### config.mk
export PLATFORM = sky130hd
export DESIGN_NAME = pipelined_decode_stage
export DESIGN_NICKNAME = d
export VERILOG_FILES = /design/src/rtl/decode_pkg.sv /design/src/rtl/regfile_wt.sv /design/src/rtl/pipelined_decode_stage.sv
export SDC_FILE = /design/constraint.sdc
export NUM_CORES = 2
export LEC_CHECK = 0
export ABC_AREA = 0
export CAP_MARGIN = 0
export CORE_MARGIN = 5
export CORE_UTILIZATION = 35
export CTS_CLUSTER_SIZE = 10
export DETAILED_ROUTE_END_ITERATION = 12
export GPL_ROUTABILITY_DRIVEN = 0
export GPL_TIMING_DRIVEN = 0
export PLACE_DENSITY_LB_ADDON = 0.25
export SETUP_SLACK_MARGIN = 0.15
export SYNTH_ARGS = -nofsm -noshare
export SYNTH_HDL_FRONTEND = slang
export SYNTH_HIERARCHICAL = 1
export SYNTH_SLANG_ARGS = --single-unit
### constraint.sdc
create_clock -name Clk -period 8.8 [get_ports Clk]
set_input_delay 2.2 -clock Clk [delete_from_list [all_inputs] [get_ports Clk]]
set_output_delay 2.2 -clock Clk [all_outputs]
set_load 0.02 [all_outputs]
### src/rtl/decode_pkg.sv
// decode_pkg: opcode constants, immediate modes and B-operand selection for the decode stage
package decode_pkg;
  localparam logic [5:0] OP_RTYPE = 6'b100000;
  localparam logic [5:0] OP_ADDI  = 6'b110000;
  localparam logic [5:0] OP_LI    = 6'b111000;
  localparam logic [5:0] OP_LB    = 6'b000011;
  localparam logic [5:0] OP_LW    = 6'b001111;
  localparam logic [5:0] OP_SB    = 6'b000111;
  localparam logic [5:0] OP_SW    = 6'b011111;
  localparam logic [5:0] OP_ANDI  = 6'b110010;
  localparam logic [5:0] OP_ORI   = 6'b110011;
  localparam logic [5:0] OP_LUI   = 6'b111001;
  localparam logic [5:0] OP_B     = 6'b111111;
  localparam logic [5:0] OP_BEQ   = 6'b010000;
  localparam logic [5:0] OP_BNE   = 6'b010001;

  typedef enum logic [2:0] {IMM_SEXT, IMM_ZFILL, IMM_HI16, IMM_BR, IMM_ZERO} imm_mode_e;
  typedef enum logic {BSEL_RT, BSEL_RD} bsel_e;

  function automatic imm_mode_e imm_mode(input logic [5:0] op);
    case (op)
      OP_ADDI, OP_LI, OP_LB, OP_LW, OP_SB, OP_SW: return IMM_SEXT;
      OP_ANDI, OP_ORI:                            return IMM_ZFILL;
      OP_LUI:                                     return IMM_HI16;
      OP_B, OP_BEQ, OP_BNE:                       return IMM_BR;
      default:                                    return IMM_ZERO;
    endcase
  endfunction

  function automatic bsel_e b_sel(input logic [5:0] op);
    return (op == OP_SW || op == OP_SB || op == OP_BEQ || op == OP_BNE) ? BSEL_RD : BSEL_RT;
  endfunction

  function automatic logic reads_b(input logic [5:0] op);
    return b_sel(op) == BSEL_RD || op == OP_RTYPE;
  endfunction
endpackage

### src/rtl/regfile_wt.sv
// regfile_wt: register file with two read ports, one write port and write-through bypass
module regfile_wt #(
  parameter int DATA_W    = 32,
  parameter int REG_COUNT = 32,
  parameter int ADDR_W    = 5
) (
  input  logic              clk,
  input  logic              rst,
  input  logic              i_we,
  input  logic [ADDR_W-1:0] i_wa,
  input  logic [DATA_W-1:0] i_wd,
  input  logic [ADDR_W-1:0] i_ra_a,
  input  logic [ADDR_W-1:0] i_ra_b,
  output logic [DATA_W-1:0] o_rd_a,
  output logic [DATA_W-1:0] o_rd_b
);
  localparam logic [ADDR_W:0] LIMIT = (ADDR_W+1)'(REG_COUNT);
  logic [DATA_W-1:0] r_mem [REG_COUNT];
  logic w_we;
  assign w_we = i_we && i_wa != '0 && {1'b0, i_wa} < LIMIT;
  // address 0 and out-of-range addresses read as zero regardless of storage
  assign o_rd_a = (i_ra_a == '0 || {1'b0, i_ra_a} >= LIMIT) ? '0 :
                  (w_we && i_wa == i_ra_a) ? i_wd : r_mem[i_ra_a];
  assign o_rd_b = (i_ra_b == '0 || {1'b0, i_ra_b} >= LIMIT) ? '0 :
                  (w_we && i_wa == i_ra_b) ? i_wd : r_mem[i_ra_b];
  always_ff @(posedge clk) begin
    if (rst) begin
      for (int i = 0; i < REG_COUNT; i++) r_mem[i] <= '0;
    end else if (w_we) begin
      r_mem[i_wa] <= i_wd;
    end
  end
endmodule

### src/rtl/pipelined_decode_stage.sv
// pipelined_decode_stage: decode, register read, load-use hazard detection and ID/EX register
module pipelined_decode_stage
  import decode_pkg::*;
#(
  parameter int DATA_W    = 32,
  parameter int REG_COUNT = 32,
  parameter int ADDR_W    = 5
) (
  input  logic              Clk,
  input  logic              Rst,
  input  logic              in_valid,
  input  logic [31:0]       Instr,
  input  logic              stall_in,
  input  logic              flush,
  input  logic              wb_en,
  input  logic [ADDR_W-1:0] wb_addr,
  input  logic [DATA_W-1:0] wb_data,
  input  logic              ex_valid,
  input  logic              ex_is_load,
  input  logic [ADDR_W-1:0] ex_rd,
  output logic              hazard_stall,
  output logic              id_valid,
  output logic [5:0]        id_opcode,
  output logic [ADDR_W-1:0] id_rd,
  output logic [DATA_W-1:0] Immed,
  output logic [DATA_W-1:0] RF_A,
  output logic [DATA_W-1:0] RF_B
);
  localparam logic [ADDR_W:0] LIMIT = (ADDR_W+1)'(REG_COUNT);
  logic [5:0]        w_op;
  logic [ADDR_W-1:0] w_rs, w_rd, w_rt, w_baddr;
  logic [15:0]       w_imm;
  logic [DATA_W-1:0] w_sext, w_zext, w_immed, w_rf_a, w_rf_b;
  imm_mode_e         w_mode;
  logic              w_wb_ok;
  logic              r_valid;
  logic [5:0]        r_op;
  logic [ADDR_W-1:0] r_rd, r_rs_addr, r_b_addr;
  logic [DATA_W-1:0] r_imm, r_a, r_b;
  assign w_op    = Instr[31:26];
  assign w_rs    = Instr[25:21];
  assign w_rd    = Instr[20:16];
  assign w_rt    = Instr[15:11];
  assign w_imm   = Instr[15:0];
  assign w_baddr = b_sel(w_op) == BSEL_RD ? w_rd : w_rt;
  assign w_mode  = imm_mode(w_op);
  assign w_sext  = DATA_W'($signed(w_imm));
  assign w_zext  = DATA_W'(w_imm);
  assign w_immed = w_mode == IMM_SEXT  ? w_sext :
                   w_mode == IMM_ZFILL ? w_zext :
                   w_mode == IMM_HI16  ? w_zext << 16 :
                   w_mode == IMM_BR    ? w_sext << 2 : '0;
  assign w_wb_ok = wb_en && wb_addr != '0 && {1'b0, wb_addr} < LIMIT;
  assign hazard_stall = !flush && in_valid && ex_valid && ex_is_load && ex_rd != '0 &&
                        (ex_rd == w_rs || (reads_b(w_op) && ex_rd == w_baddr));
  regfile_wt #(.DATA_W(DATA_W), .REG_COUNT(REG_COUNT), .ADDR_W(ADDR_W)) u_rf (
    .clk(Clk), .rst(Rst), .i_we(wb_en), .i_wa(wb_addr), .i_wd(wb_data),
    .i_ra_a(w_rs), .i_ra_b(w_baddr), .o_rd_a(w_rf_a), .o_rd_b(w_rf_b)
  );
  // a held instruction keeps tracking write-backs to its source registers
  always_ff @(posedge Clk) begin
    if (Rst) begin
      r_valid   <= 1'b0;
      r_op      <= '0;
      r_rd      <= '0;
      r_imm     <= '0;
      r_a       <= '0;
      r_b       <= '0;
      r_rs_addr <= '0;
      r_b_addr  <= '0;
    end else if (flush) begin
      r_valid <= 1'b0;
    end else if (stall_in) begin
      if (w_wb_ok && wb_addr == r_rs_addr) r_a <= wb_data;
      if (w_wb_ok && wb_addr == r_b_addr) r_b <= wb_data;
    end else if (hazard_stall) begin
      r_valid <= 1'b0;
    end else begin
      r_valid   <= in_valid;
      r_op      <= w_op;
      r_rd      <= w_rd;
      r_imm     <= w_immed;
      r_a       <= w_rf_a;
      r_b       <= w_rf_b;
      r_rs_addr <= w_rs;
      r_b_addr  <= w_baddr;
    end
  end
  assign id_valid  = r_valid;
  assign id_opcode = r_op;
  assign id_rd     = r_rd;
  assign Immed     = r_imm;
  assign RF_A      = r_a;
  assign RF_B      = r_b;
endmodule

# Yosys cells after proc, flatten, opt, wreduce, memory -nomap -nowiden

Memory sizes are Yosys's and may differ from the RTL's.
Cells that the tools add are included.

Register bits: 118
Memory bits (writable): 1,024
Bits of input ports: 82
Output and inout bits: 109
Memories: 1

Eq/ne operators: 25
Mux-type cells: 26
Bitwise logic cells: 3
Reductions and logical operators: 30

Memory list:

| name       | words | bits a word | rd ports | clocked after memory_dff | write ports | RTL line         | source |
|---|---|---|---|---|---|---|---|
| u_rf.r_mem | 32    | 32          | 2        | 0                        | 32          | regfile_wt.sv:18 | `logic [DATA_W-1:0] r_mem [REG_COUNT];` |

Operators by type and width:

| kind                                                 | number |
|---|---|
| two-way mux 32 bit                                   | 15 |
| equality test 6 bit (second input constant)          | 7 |
| OR reduction 32 bit                                  | 1 |
| equality test 5 bit                                  | 6 |
| equality test 6 x 5 -> 1 bit (second input constant) | 3 |
| one-hot mux 3 bit (4 select lines)                   | 1 |
| logical AND 1 bit                                    | 11 |
| zero test 5 bit                                      | 2 |
| two-way mux 5 bit                                    | 2 |
| nonzero test 5 bit                                   | 2 |
| AND reduction 3 bit                                  | 3 |
| two-way mux 1 bit                                    | 8 |
| equality test 3 x 2 -> 1 bit (second input constant) | 2 |
| equality test 6 x 2 -> 1 bit (second input constant) | 1 |
| equality test 6 x 3 -> 1 bit (second input constant) | 1 |
| equality test 6 x 4 -> 1 bit (second input constant) | 1 |
| OR reduction 6 bit                                   | 1 |
| logical OR 1 bit                                     | 5 |
| != test 2 x 1 -> 1 bit (second input constant)       | 2 |
| OR reduction 2 bit                                   | 2 |
| equality test 3 x 1 -> 1 bit (second input constant) | 1 |
| zero test 3 bit                                      | 1 |
| NOT 1 bit                                            | 3 |
| OR reduction 3 bit                                   | 1 |
| 2 further kinds                                      | 2 |

# Depth between registers and ports, before layout

Depth after elaboration: 12
Mapped depth: 18
Mapped depth without buffers: 12

# Hierarchy

Netlist, hierarchy kept.

By module, submodules not included:

| module                 | instances | cells each | area each (um2) | sequential area each (um2) |
|---|---|---|---|---|
| regfile_wt             | 1         | 3,865      | 55,509.5        | 30,749.5 |
| pipelined_decode_stage | 1         | 673        | 6,128.4         | 2,362.3 |

# Worst setup path after synthesis

No wires, ideal clock.

Kind: input to output
From: input Instr[27]
To: output hazard_stall
Data arrival time: 4.036 ns
Data required time: 6.600 ns
Path slack: 2.564 ns
Cell stages on the path: 9
Buffers on the path: 2
Cells stage by stage: buf_2 -> nor3_2 -> o21ai_4 -> nand2_2 -> mux2i_2 -> xnor2_1 -> o41a_4 -> inv_4 -> buf_2

Word-level cells in the longest chain between the ends: 10

RTL lines:

| element                                                                             | RTL line                     | source |
|---|---|---|
| from (decl)                                                                         | pipelined_decode_stage.sv:12 | `input logic [31:0] Instr,` |
| equality test 6 x 5 -> 1 bit / equality test 6 x 3 -> 1 bit (equally long branches) | decode_pkg.sv:31             | `return (op == OP_SW \|\| op == OP_SB \|\| op == OP_BEQ \|\| op == OP_BNE) ? BSEL_RD : BSEL_RT;` |
| logical OR 1 bit (3 in series)                                                      | decode_pkg.sv:31             |  |
| two-way mux 1 bit                                                                   | decode_pkg.sv:31             |  |
| two-way mux 5 bit                                                                   | pipelined_decode_stage.sv:45 | `assign w_baddr = b_sel(w_op) == BSEL_RD ? w_rd : w_rt;` |
| equality test 5 bit                                                                 | pipelined_decode_stage.sv:55 | `(ex_rd == w_rs \|\| (reads_b(w_op) && ex_rd == w_baddr));` |
| logical AND 1 bit *                                                                 | pipelined_decode_stage.sv:55 |  |
| logical OR 1 bit *                                                                  | pipelined_decode_stage.sv:55 |  |
| logical AND 1 bit *                                                                 | pipelined_decode_stage.sv:54 | `assign hazard_stall = !flush && in_valid && ex_valid && ex_is_load && ex_rd != '0 &&` |
| to (decl)                                                                           | pipelined_decode_stage.sv:21 | `output logic hazard_stall,` |

Mark *: on every way between the ends. The rest lies on a longest branch, timed or not.

# Final worst setup path

From: input Instr[30]
To: register r_b[17] (netlist: RF_B[17])

Word-level cells in the longest chain between the ends: 12

RTL lines:

| element                                                                             | RTL line                     | source |
|---|---|---|
| equality test 6 x 5 -> 1 bit / equality test 6 x 3 -> 1 bit (equally long branches) | decode_pkg.sv:31             |  |
| logical OR 1 bit (2 in series)                                                      | decode_pkg.sv:31             |  |
| logical OR 1 bit *                                                                  | decode_pkg.sv:31             |  |
| two-way mux 1 bit *                                                                 | decode_pkg.sv:31             |  |
| two-way mux 5 bit *                                                                 | pipelined_decode_stage.sv:45 |  |
| net w_baddr[3]                                                                      | pipelined_decode_stage.sv:31 | `logic [ADDR_W-1:0] w_rs, w_rd, w_rt, w_baddr;` |
| parallel branches: the longest is 3 deep, another holds memory read (32 x 32 bit)   | --                           |  |
| two-way mux 32 bit *                                                                | regfile_wt.sv:24             | `assign o_rd_b = (i_ra_b == '0 \|\| {1'b0, i_ra_b} >= LIMIT) ? '0 :` |
| net w_rf_b[17]                                                                      | pipelined_decode_stage.sv:33 | `logic [DATA_W-1:0] w_sext, w_zext, w_immed, w_rf_a, w_rf_b;` |
| two-way mux 32 bit *                                                                | pipelined_decode_stage.sv:76 | `end else if (hazard_stall) begin` |
| two-way mux 32 bit *                                                                | pipelined_decode_stage.sv:73 | `end else if (stall_in) begin` |
| to (signal assigned)                                                                | pipelined_decode_stage.sv:75 | `if (w_wb_ok && wb_addr == r_b_addr) r_b <= wb_data;` |
| to (signal assigned)                                                                | pipelined_decode_stage.sv:84 | `r_b <= w_rf_b;` |
| to (decl)                                                                           | pipelined_decode_stage.sv:39 | `logic [DATA_W-1:0] r_imm, r_a, r_b;` |

Mark *: on every way through the listed nets, which the timed path passes. The select of a mux whose other input is x is not followed.
A chain may end at the register's enable or synchronous reset.

==> summary.md <==
| Metric | Value |
|---|---|
| Hold_sp | RF_A[15] |
| Net count, final | 4,978 |
| Layout cells sized above 1 | 0.175 |
| Worst-Skew Late Latency | 790 ps |
| CTS resizes | 0 |
| Worst setup SP type | input pin |
| DR pass1 iterations | 8 |
| Max-Slew Margin vs Limit | -0.123 |
| Worst Setup End Kind | flip-flop |
| Worst hold stages | 2 |
| Min Hold Slack | 459 ps |
| Area leader, netlist | edfxtp_1 |
| Detail Placement HPWL | 193,000 um |
| First-pass GRT wire length | 362,000 um |
| Ys flop type | edfxtp_1 |
| Pleak | 24.0 nW |
| Post-synth EDFFs | 1,024 |
| Area grow syn2layout | 14.5% |
| Hold path endpoint | RF_A[15] |
| Post-CTS Setup Bufs | 0 |
| Ys Warns | 6 |
| Largest net degree at the start of global routing | 33 |
| Root buf cell | clkbuf_16 |
| Worst EP required | 9400 ps |
| I/O pins | 191 |
| RSZ-0062 raised after global routing | false |
| Worst Reg-to-Reg Cells | 9 |
| Antenna violations before repair | 11 |
| Synth Instances | 4,538 |
| Synth area leaders | edfxtp_1, mux4_2, and2_1, mux2i_1, dfxtp_1 |
| Post-synth ARST share | 0 |
| FMAX | 130 MHz |
| Final Hold Violating Endpoints | 0 |
| Top cell type's share of synthesized area | 0.499 |
| Number of global-route vias before repair | 43,600 |
| H-tree levels | 4 |
| DR vias | 45,600 |
| Row count | 154 |
| Max Cap Violations | 8 |
| Max stage delay cell, worst path | clkbuf_1 |
| Initial Util | 0.351 |
| Count leader, synth | edfxtp_1 |
| Worst reg2reg endpoint | RF_B[15] |
| IO Port Bufs | 185 |
| Max IR drop VDD | 0.000196 V |
| Cell repeated most along the worst path | clkbuf_1 |
| CTS tree | done |
| Hold buffers post-CTS | 0 |
| Slew Viols, Final | 79 |
| Drt drc | 0 |
| Flops & latches, synth | 1,142 |
| DIE HEIGHT | 430 um |
| Die Span X | 430 um |
| Tot GR Track Use | 0.285 |
| Crit path time final | 7670 ps |
| Cell Area, Synth | 0.0616 mm^2 |
| Crit-path cells | clkdlybuf4s50_1, nor2b_1, o21a_1, o21ai_1, and2_1, inv_1, clkbuf_1, nand3b_1, buf_2, clkbuf_1, o221ai_1, a21oi_1, nand2_1, a32o_1, o22ai_1, a221oi_2 |
| Status | complete, but fails checks |
| Routed vias/inst | 6.23 |
| Detail Route Antenna Nets | 0 |
| Worst-path clk slew | 60 ps |
| CTS max path bufs | 3 |
| Worst R2R Start | r_b_addr[3] |
| Seq/Total Area, Yosys | 0.537 |
| Worst EP arrival | 8270 ps |
| Failing checks | capacitance limit, slew limit |
| Post-DR wirelength/cell | 37.2 um |
| Worst Max-Slew Pin Slew | 1680 ps |
| Critical Path Fanout Max | 10 |
| Post-synthesis cell type count | 78 |
| Total die area | 0.185 mm^2 |
| Worst Path Class, Setup | in2reg |
| CTS Sinks | 1,142 |
| Pwr per Cell Area | 196 mW/mm^2 |
| Core Region | 0.176 mm^2 |
| Clock skew | 31.8 ps |
| Most frequent cells after synthesis | edfxtp_1, and2_1, mux4_2, clkbuf_1, mux2i_1 |
| Hold Crit Class | reg2reg |
| Flop2flop setup slack | 5280 ps |
| Gr ovfl total | 0 |
| Setup violators final | 0 |
| Total CTS buffers | 138 |
| Crit-path max cell delay | 1190 ps |
| Initial DRC Count | 7,830 |
| Final Cycle Share | 0.872 |
| Avg Cell Area, Syn | 13.6 um^2 |
| Setup TNS | 0 ps |
| Total wire length | 273,000 um |
==> cell usage in the layout (no fill, tap or decap), types with 18 or more instances in the layout <==
master,count
edfxtp_1,1024
and2_1,1002
mux4_2,385
clkbuf_1,365
mux2i_1,241
clkdlybuf4s50_1,185
o22ai_1,145
nand2_1,142
clkbuf_16,141
dfxtp_1,118
a21oi_1,102
nor2_1,74
inv_1,72
buf_2,69
a22oi_1,68
a211oi_1,63
mux2_2,63
a221oi_2,62
nand2b_1,51
o21ai_0,49
mux2_1,36
or2_2,34
nand3_1,33
o221ai_1,33
a32o_1,32
conb_1,32
a2111oi_0,30
buf_6,25
a221oi_1,24
buf_4,23
nor3_1,20
a221o_1,18
==> where the power goes <==
group | internal, W | switching, W | leakage (nW)
Combinational | 0.000784 | 0.00140 | 11.3
Sequential | 0.00622 | 0.000168 | 10.7
Clock | 0.00294 | 0.00231 | 1.92
==> worst max path at each step <==
| stage | start | slack (ps) | endpoint |
|---|---|---|---|
| after floorplan | Instr[27] | 2560 | hazard_stall |
| after global placement | Instr[30] | 420 | RF_B[15] |
| after detailed placement | Instr[30] | 670 | RF_B[15] |
| after CTS | Instr[30] | 1220 | hazard_stall |
| after global routing | Instr[30] | 1050 | hazard_stall |
| final | Instr[30] | 1130 | RF_B[17] |
==> layout make-up <==
cell class | count | area [um^2]
clock buffers | 184 | 3700
plain buffers | 478 | 2270
flip-flops and latches | 1142 | 33100
multi-input cells | 2870 | 26100
repair buffers | 187 | 1900
inverters | 79 | 299
well taps | 2340 | 2930
clock inverters | 28 | 259
fillers | 16700 | 105000
diodes | 11 | 27.5
==> cell families (layout without fill, tap and decap cells) <==
kind of cell | Yosys count | count (layout) | synth area share
simple gates | 1425 | 1425 | 0.136
flops | 1142 | 1142 | 0.537
mux | 727 | 727 | 0.198
compound gates | 658 | 658 | 0.0830
buf+inv | 557 | 956 | 0.0415
xor+xnor | 28 | 28 | 0.00398
other cells | 1 | 43 | 0.0000608
==> registers in the layout (all words and copies together), names as in the netlist <==
| register | flops |
|---|---|
| RF_A | 32 |
| RF_B | 32 |
| id_opcode | 6 |
| Immed | 32 |
| id_valid | 1 |
| r_b_addr | 5 |
| r_rs_addr | 5 |
| id_rd | 5 |
| u_rf/r_mem | 1024 |
==> critical path, delay by kind of cell <==
kind | cells | cell delay (ps)
compound gates | 7 | 1940
simple gates | 4 | 950
buf+inv | 5 | 3150
==> stage by stage <==
stage	total power, W	setup WS [ps]	std cells	instance area, um^2	util
global placement	0.00858	421	7094	66500	0.379
detailed placement	0.00860	666	7096	66600	0.379
floorplan	0.00761	2560	4569	61800	-
global route	0.0141	1050	7309	70600	0.402
finish	0.0138	1130	7319	70600	0.402
CTS	0.0138	1220	7308	70600	0.402
==> per-layer routing <==
layer / global-route usage / wire length (um) / up-vias
met5: 0 / 284 / -
met2: 0.405 / 113000 / 3502
met3: 0.0924 / 34100 / 817
met1: 0.361 / 100000 / 23300
met4: 0.214 / 25300 / 8
li1: - / - / 18000
(Power assumes the default switching activity.)
